[config.mk]
export PLATFORM = sky130hd
export DESIGN_NAME = coh_ctrl
export DESIGN_NICKNAME = d
export VERILOG_FILES = /design/src/rtl/common.sv /design/src/rtl/coh_tag_array.sv /design/src/rtl/coh_ctrl.sv
export SDC_FILE = /design/constraint.sdc
export NUM_CORES = 1
export LEC_CHECK = 0
export CAP_MARGIN = 20
export CORE_MARGIN = 10
export CORE_UTILIZATION = 55
export CTS_CLUSTER_SIZE = 12
export DETAILED_ROUTE_END_ITERATION = 10
export GPL_TIMING_DRIVEN = 1
export HOLD_SLACK_MARGIN = 0.15
export PLACE_DENSITY = 0.76
export SLEW_MARGIN = 20
export SYNTH_ARGS = -nofsm -noshare
export SYNTH_HDL_FRONTEND = slang
export SYNTH_SLANG_ARGS = --single-unit
[constraint.sdc]
create_clock -name clk -period 14.2 [get_ports clk]
set_clock_uncertainty 0.1 [all_clocks]
set_input_delay 3.55 -clock clk [delete_from_list [all_inputs] [get_ports clk]]
set_output_delay 3.55 -clock clk [all_outputs]
set_load 0.005 [all_outputs]
[src/rtl/common.sv]
// Shared coherence types: MSI line state (same encoding as the arbiter's BLOCK_STATE),
// controller FSM states and bus request kinds.
package common;

    typedef enum logic [1:0] {
        BLK_M = 2'b00,
        BLK_S = 2'b01,
        BLK_I = 2'b10
    } blk_state_t;

    typedef enum logic [2:0] {
        IDLE,
        REQ,
        GNT,
        FILL,
        DONE
    } coh_fsm_t;

    typedef enum logic [1:0] {
        RMISS,
        WMISS,
        UPG
    } req_kind_t;

endpackage

[src/rtl/coh_tag_array.sv]
// Direct-mapped tag/state store with a CPU read port, a snoop read port and a write
// port where a refill on an index overrides a same-cycle snoop update to that index.
module coh_tag_array
    import common::*;
#(
    parameter int unsigned NUM_LINES = 8,
    parameter int unsigned IDX_W     = $clog2(NUM_LINES),
    parameter int unsigned TAG_W     = 8
) (
    input  logic             clk,
    input  logic             rst,
    input  logic [IDX_W-1:0] i_cpu_idx,
    output logic [TAG_W-1:0] o_cpu_tag,
    output blk_state_t       o_cpu_state,
    input  logic [IDX_W-1:0] i_snp_idx,
    output logic [TAG_W-1:0] o_snp_tag,
    output blk_state_t       o_snp_state,
    input  logic             i_fill_we,
    input  logic [IDX_W-1:0] i_fill_idx,
    input  logic [TAG_W-1:0] i_fill_tag,
    input  blk_state_t       i_fill_state,
    input  logic             i_snp_we,
    input  blk_state_t       i_snp_state
);

    logic [TAG_W-1:0] r_tag   [NUM_LINES];
    blk_state_t       r_state [NUM_LINES];
    logic             w_snp_blocked;

    // The line is being refilled, so a snoop result for it is stale.
    assign w_snp_blocked = i_fill_we && (i_fill_idx == i_snp_idx);

    always_ff @(posedge clk) begin
        if (rst) begin
            for (int i = 0; i < NUM_LINES; i++) begin
                r_tag[i]   <= '0;
                r_state[i] <= BLK_I;
            end
        end else begin
            if (i_snp_we && !w_snp_blocked) begin
                r_state[i_snp_idx] <= i_snp_state;
            end
            if (i_fill_we) begin
                r_tag[i_fill_idx]   <= i_fill_tag;
                r_state[i_fill_idx] <= i_fill_state;
            end
        end
    end

    assign o_cpu_tag   = r_tag[i_cpu_idx];
    assign o_cpu_state = r_state[i_cpu_idx];
    assign o_snp_tag   = r_tag[i_snp_idx];
    assign o_snp_state = r_state[i_snp_idx];

endmodule

[src/rtl/coh_ctrl.sv]
// Per-core MSI coherence controller: turns d-cache misses/upgrades into snoopy-bus
// requests, stalls the CPU until the granted transaction completes, and answers peer snoops.
module coh_ctrl
    import common::*;
#(
    parameter int unsigned NUM_LINES = 8,
    parameter int unsigned ADDR_W    = 11,
    parameter int unsigned FILL_LAT  = 4
) (
    input  logic              clk,
    input  logic              rst,
    input  logic              cpu_rd,
    input  logic              cpu_wr,
    input  logic [ADDR_W-1:0] cpu_addr,
    output logic              cpu_stall,
    output logic              read_miss,
    output logic              write_miss,
    output logic              invalidate,
    output blk_state_t        block_state,
    output logic [ADDR_W-1:0] BICO,
    input  logic              grant,
    input  logic              datasel,
    input  logic              search,
    input  logic              inv_from_other,
    input  logic [ADDR_W-1:0] BOCI,
    output logic              search_found,
    output logic              evict_wb,
    output logic [ADDR_W-1:0] evict_addr
);

    localparam int unsigned IDX_W = $clog2(NUM_LINES);
    localparam int unsigned TAG_W = ADDR_W - IDX_W;
    localparam int unsigned CNT_W = $clog2(FILL_LAT) + 1;

    coh_fsm_t          r_fsm, w_fsm_nxt;
    logic [ADDR_W-1:0] r_addr, w_addr_nxt;
    req_kind_t         r_kind, w_kind_nxt;
    logic [CNT_W-1:0]  r_cnt, w_cnt_nxt;
    logic              r_search_found;

    logic [ADDR_W-1:0] w_lk_addr;
    logic [IDX_W-1:0]  w_lk_idx;
    logic [TAG_W-1:0]  w_lk_tag;
    logic [TAG_W-1:0]  w_arr_tag;
    blk_state_t        w_arr_state;
    blk_state_t        w_lk_state;

    logic              w_acc;
    logic              w_hit;
    req_kind_t         w_acc_kind;
    req_kind_t         w_req_kind;
    logic              w_evict;

    logic [IDX_W-1:0]  w_snp_idx;
    logic [TAG_W-1:0]  w_snp_tag;
    logic [TAG_W-1:0]  w_snp_arr_tag;
    blk_state_t        w_snp_arr_state;
    logic              w_snp_match;
    logic              w_snp_we;
    blk_state_t        w_snp_state;

    logic              w_fill_we;
    blk_state_t        w_fill_state;

    // While a transaction is open the CPU port tracks the captured address so the
    // request kind follows live line state.
    assign w_lk_addr  = (r_fsm == IDLE) ? cpu_addr : r_addr;
    assign w_lk_idx   = w_lk_addr[IDX_W-1:0];
    assign w_lk_tag   = w_lk_addr[ADDR_W-1:IDX_W];
    assign w_lk_state = (w_arr_tag == w_lk_tag) ? w_arr_state : BLK_I;

    assign w_acc      = cpu_rd | cpu_wr;
    assign w_hit      = cpu_wr ? (w_lk_state == BLK_M) : (w_lk_state != BLK_I);
    assign w_acc_kind = cpu_wr ? ((w_lk_state == BLK_S) ? UPG : WMISS) : RMISS;
    assign w_req_kind = (r_kind == RMISS) ? RMISS : ((w_lk_state == BLK_S) ? UPG : WMISS);

    assign w_evict      = (w_arr_state == BLK_M) && (w_arr_tag != r_addr[ADDR_W-1:IDX_W]);
    assign w_fill_state = (r_kind == RMISS) ? BLK_S : BLK_M;

    assign w_snp_idx   = BOCI[IDX_W-1:0];
    assign w_snp_tag   = BOCI[ADDR_W-1:IDX_W];
    assign w_snp_match = (w_snp_arr_tag == w_snp_tag) && (w_snp_arr_state != BLK_I);

    always_comb begin
        w_snp_we    = 1'b0;
        w_snp_state = w_snp_arr_state;
        if (inv_from_other && w_snp_match) begin
            w_snp_we    = 1'b1;
            w_snp_state = BLK_I;
        end else if (search && w_snp_match && (w_snp_arr_state == BLK_M)) begin
            w_snp_we    = 1'b1;
            w_snp_state = BLK_S;
        end
    end

    coh_tag_array #(
        .NUM_LINES (NUM_LINES),
        .IDX_W     (IDX_W),
        .TAG_W     (TAG_W)
    ) u_tag_array (
        .clk          (clk),
        .rst          (rst),
        .i_cpu_idx    (w_lk_idx),
        .o_cpu_tag    (w_arr_tag),
        .o_cpu_state  (w_arr_state),
        .i_snp_idx    (w_snp_idx),
        .o_snp_tag    (w_snp_arr_tag),
        .o_snp_state  (w_snp_arr_state),
        .i_fill_we    (w_fill_we),
        .i_fill_idx   (r_addr[IDX_W-1:0]),
        .i_fill_tag   (r_addr[ADDR_W-1:IDX_W]),
        .i_fill_state (w_fill_state),
        .i_snp_we     (w_snp_we),
        .i_snp_state  (w_snp_state)
    );

    always_comb begin
        w_fsm_nxt  = r_fsm;
        w_addr_nxt = r_addr;
        w_kind_nxt = r_kind;
        w_cnt_nxt  = r_cnt;
        cpu_stall  = 1'b0;
        read_miss  = 1'b0;
        write_miss = 1'b0;
        invalidate = 1'b0;
        w_fill_we  = 1'b0;
        evict_wb   = 1'b0;
        unique case (r_fsm)
            IDLE: begin
                if (w_acc && !w_hit) begin
                    cpu_stall  = 1'b1;
                    w_addr_nxt = cpu_addr;
                    w_kind_nxt = w_acc_kind;
                    w_fsm_nxt  = REQ;
                end
            end
            REQ: begin
                cpu_stall  = 1'b1;
                w_kind_nxt = w_req_kind;
                case (w_req_kind)
                    RMISS:   read_miss  = 1'b1;
                    WMISS:   write_miss = 1'b1;
                    default: invalidate = 1'b1;
                endcase
                if (grant) begin
                    w_fsm_nxt = GNT;
                end
            end
            GNT: begin
                cpu_stall = 1'b1;
                if (r_kind == UPG) begin
                    w_fsm_nxt = DONE;
                end else begin
                    w_cnt_nxt = datasel ? '0 : CNT_W'(FILL_LAT - 1);
                    w_fsm_nxt = FILL;
                end
            end
            FILL: begin
                cpu_stall = 1'b1;
                if (r_cnt == '0) begin
                    w_fsm_nxt = DONE;
                end else begin
                    w_cnt_nxt = r_cnt - 1'b1;
                end
            end
            DONE: begin
                w_fill_we = 1'b1;
                evict_wb  = w_evict;
                w_fsm_nxt = IDLE;
            end
            default: begin
                w_fsm_nxt = IDLE;
            end
        endcase
    end

    always_ff @(posedge clk) begin
        if (rst) begin
            r_fsm          <= IDLE;
            r_addr         <= '0;
            r_kind         <= RMISS;
            r_cnt          <= '0;
            r_search_found <= 1'b0;
        end else begin
            r_fsm          <= w_fsm_nxt;
            r_addr         <= w_addr_nxt;
            r_kind         <= w_kind_nxt;
            r_cnt          <= w_cnt_nxt;
            r_search_found <= search && w_snp_match;
        end
    end

    assign block_state  = w_lk_state;
    assign BICO         = r_addr;
    assign search_found = r_search_found;
    assign evict_addr   = evict_wb ? {w_arr_tag, r_addr[IDX_W-1:0]} : '0;

endmodule

==> results.py <==
metrics = {
    "pwr": {
        "p_leak_nw": 2.863,
        "power.density_nw_per_um2": 114.8,
        "irDropWorstVdd_v": 0.00006353,
        "total_power_uw": 921.8,
    },
    "final_layout": {
        "final_cell_mix": "edfxtp_1 (72), clkdlybuf4s50_1 (59), and2_1 (58), mux2i_1 (43), nand2_1 (35)",
        "drive_above_1_share_pct": 14.93,
        "utilization_pct": 63.37,
        "final_common_cell": "edfxtp_1",
        "nNetsFinal": 737,
        "syn2layout_area_growth_pct": 12.82,
        "diodes": 0,
    },
    "worst_setup_path": {
        "cp_max_fo": 12,
        "cp_num_cells": 11,
        "r2r_start": "r_fsm[2]$_SDFFE_PP0P_",
        "cp.arrival_ns": 7.54,
        "crit_chain": "clkdlybuf4s50_1 -> or4b_1 -> nand2_1 -> a21oi_1 -> a311oi_1 -> a2111oi_2 -> and3_1 -> a31oi_2 -> nand2_2 -> a21oi_1 -> clkdlybuf4s50_1",
        "start_kind": "input pin",
        "r2r_slack_ns": 10.17,
        "worstRegToRegCells": 9,
        "reg2reg_to": "BICO[6]$_SDFFE_PP0P_",
        "cp_top_family": "simple AND/OR/NAND/NOR gates",
        "crit_path_end_kind": "primary output",
        "crit_path_max_incr_delay_ns": 0.83,
        "crit_type": "in -> out",
        "cp_num_buf_inv": 2,
        "cpMaxStageDelayCell": "clkdlybuf4s50_1",
        "critical_path_required_ns": 10.55,
    },
    "routing": {
        "drt_first_pass_iters": 6,
        "dr_wl_met3_um": 2589,
        "drcViolationCount": 0,
        "top_layer_used": "met4",
        "routed_wl_um": 21610,
        "num_vias": 5966,
        "viasPerCell": 6.764,
        "avgRoutedWirePerCell_um": 24.50,
        "met2WireLength_um": 10200,
        "ant_nets": 0,
        "wl_met1_um": 8257,
        "drt_iter0_drc": 977,
    },
    "sta": {
        "final.setup.tns_ns": 0,
        "rsz0062_at_grt": "no",
        "maxSlewViolCount": 0,
        "fin_crit_ns": 11.19,
        "max_freq_mhz": 89.37,
        "setup_viol": 0,
        "worst_pin_slew_ns": 1.098,
        "hold_viol": 0,
        "post-route-period-util_pct": 78.80,
        "relSlewSlack_pct": 26.22,
    },
    "die": {
        "core_um2": 12670,
        "fp-row-count": 41,
        "fp.dieH_um": 133.8,
        "die_area_um2": 17890,
        "start_util_pct": 56.17,
        "fp.dieW_um": 133.8,
        "ios": 60,
    },
    "yosys": {
        "synth_area_per_cell_um2": 10.51,
        "syn-num-nets": 709,
        "ys_seq_area_share_pct": 38.26,
        "synth_top_area_share_pct": 30.38,
        "synthDistinctLibCells": 79,
        "ys_warn_count": 0,
        "yosysTopAreaCell": "edfxtp_1",
        "synth_area_leaders": "edfxtp_1 (30%), mux4_2 (11%), dfxtp_1 (7.9%)",
        "synth_cells": 677,
        "synth_edf_count": 72,
        "synth_top_flop_cell": "edfxtp_1",
        "synth_area_um2": 7117,
        "async_flop_share_pct": 0,
        "ys_seq_elements": 100,
    },
    "grt": {
        "grt_pass1_vias": 5758,
        "antenna_found_initial": 0,
        "grt_pass1_wl_um": 33290,
        "grt_start_max_net_pins": 42,
        "grt_use_total_pct": 23.65,
        "overflow": 0,
    },
    "clocking": {
        "clk_latency_ns": 0.36,
        "post_cts_resize_count": 0,
        "cts_htree_levels": 3,
        "root_buffer": "clkbuf_16",
        "postCtsSetupRepairBufs": 0,
        "cts_buffers": 9,
        "clock_path_buffers": 2,
        "clkTransAtPathRegs_ns": 0.07,
        "clkSinkCount": 100,
        "cts_hold_buf": 0,
        "cts_tree": "yes",
    },
    "place": {
        "io_buffers": 59,
        "place_congestion": 0.9615,
        "dp_hpwl_um": 15870,
    },
    "worst_hold_path": {
        "min_path_cells": 2,
        "min_path_type": "reg -> reg",
        "holdPathEnd": "r_kind[1]$_SDFFE_PP0P_",
        "min-delay-start": "r_kind[1]$_SDFFE_PP0P_",
    },
    "job": {
        "drv_cap": 0,
    },
    "run_status": {
        "status": "complete, no violations",
    },
}
-- Yosys cell counts, types with 6 or more instances --
| cell | number |
|---|---|
| o22ai_1 | 7 |
| xnor2_1 | 17 |
| nor3_1 | 23 |
| buf_4 | 7 |
| nand2_1 | 35 |
| clkbuf_1 | 22 |
| mux4_2 | 34 |
| mux2_2 | 9 |
| o21ai_1 | 9 |
| nand2b_1 | 22 |
| a221oi_1 | 9 |
| a21oi_1 | 18 |
| and2_1 | 58 |
| nor2b_1 | 16 |
| nor2_1 | 33 |
| a211oi_1 | 6 |
| o21ai_0 | 14 |
| mux2i_1 | 43 |
| buf_2 | 16 |
| and3_1 | 20 |
| dfxtp_1 | 28 |
| or2_2 | 12 |
| inv_1 | 12 |
| edfxtp_1 | 72 |
| nand3_1 | 29 |
-- cells by family (layout without fill, tap and decap cells) --
family	after synthesis	in the layout	share of synthesized area (%)
simple gates	282	282	22.98
compound gates	120	120	12.71
flops	100	100	38.26
xor+xnor	22	22	2.707
fa+ha+maj	2	2	0.3516
buf+inv	64	97	4.606
mux	87	87	18.39
-- per-layer routing --
metal | global-route usage [%] | vias up
met5 | 0 | -
met4 | 8.162 | 0
met3 | 4.812 | 31
met2 | 38.13 | 424
met1 | 30.92 | 2888
li1 | - | 2623
-- worst max path at each step --
stage	slack, ns	endpoint	startpoint
2_1_floorplan	4.72	evict_addr[0]	cpu_addr[1]
3_5_place_dp	3.03	cpu_stall	cpu_addr[2]
6_report	3.01	cpu_stall	cpu_addr[2]
3_3_place_gp	3.16	cpu_stall	cpu_addr[2]
5_1_grt	2.84	cpu_stall	cpu_addr[2]
4_1_cts	3.05	cpu_stall	cpu_addr[2]
-- through the flow --
step	hold slack [ns]	area (um^2)	std cells	setup WS [ns]
detailed placement	0.3996	7711	866	3.025
global placement	0.3834	7711	866	3.160
global route	0.4315	8029	882	2.839
floorplan	0.3653	7117	677	4.716
finish	0.4174	8029	882	3.011
CTS	0.4097	8029	882	3.047
-- worst reg2reg max path: stages, from the launching register on --
cell and delay [ns]:
dfxtp_1 0.72, or3_1 0.67, nand2b_1 0.36, o32ai_1 0.45
a22oi_1 0.18, a2111oi_2 0.45, and4_1 0.39, a21oi_1 0.30
nand3_1 0.21, a21oi_1 0.07
-- where the power goes --
part / internal [mW] / switching (mW)
clock network: 0.142 / 0.129
registers: 0.327 / 0.0355
logic: 0.125 / 0.163
total: 0.594 / 0.328
-- registers in the layout (all words and copies together), names as in the netlist --
register and count:
u_tag_array.r_tag 64, u_tag_array.r_state 16, BICO 11, r_cnt 3
r_fsm 3, r_kind 2, search_found 1
-- area by class of cell --
type	count	area (um^2)
Fill cell	997	4642
Multi-Input combinational cell	513	4066
Sequential cell	100	2723
Timing Repair Buffer	68	658.1
Clock buffer	9	225.2
Tap cell	172	215.2
Clock inverter	7	92.59
Inverter	13	48.80
Note: power is estimated with default switching activity, not from simulation.
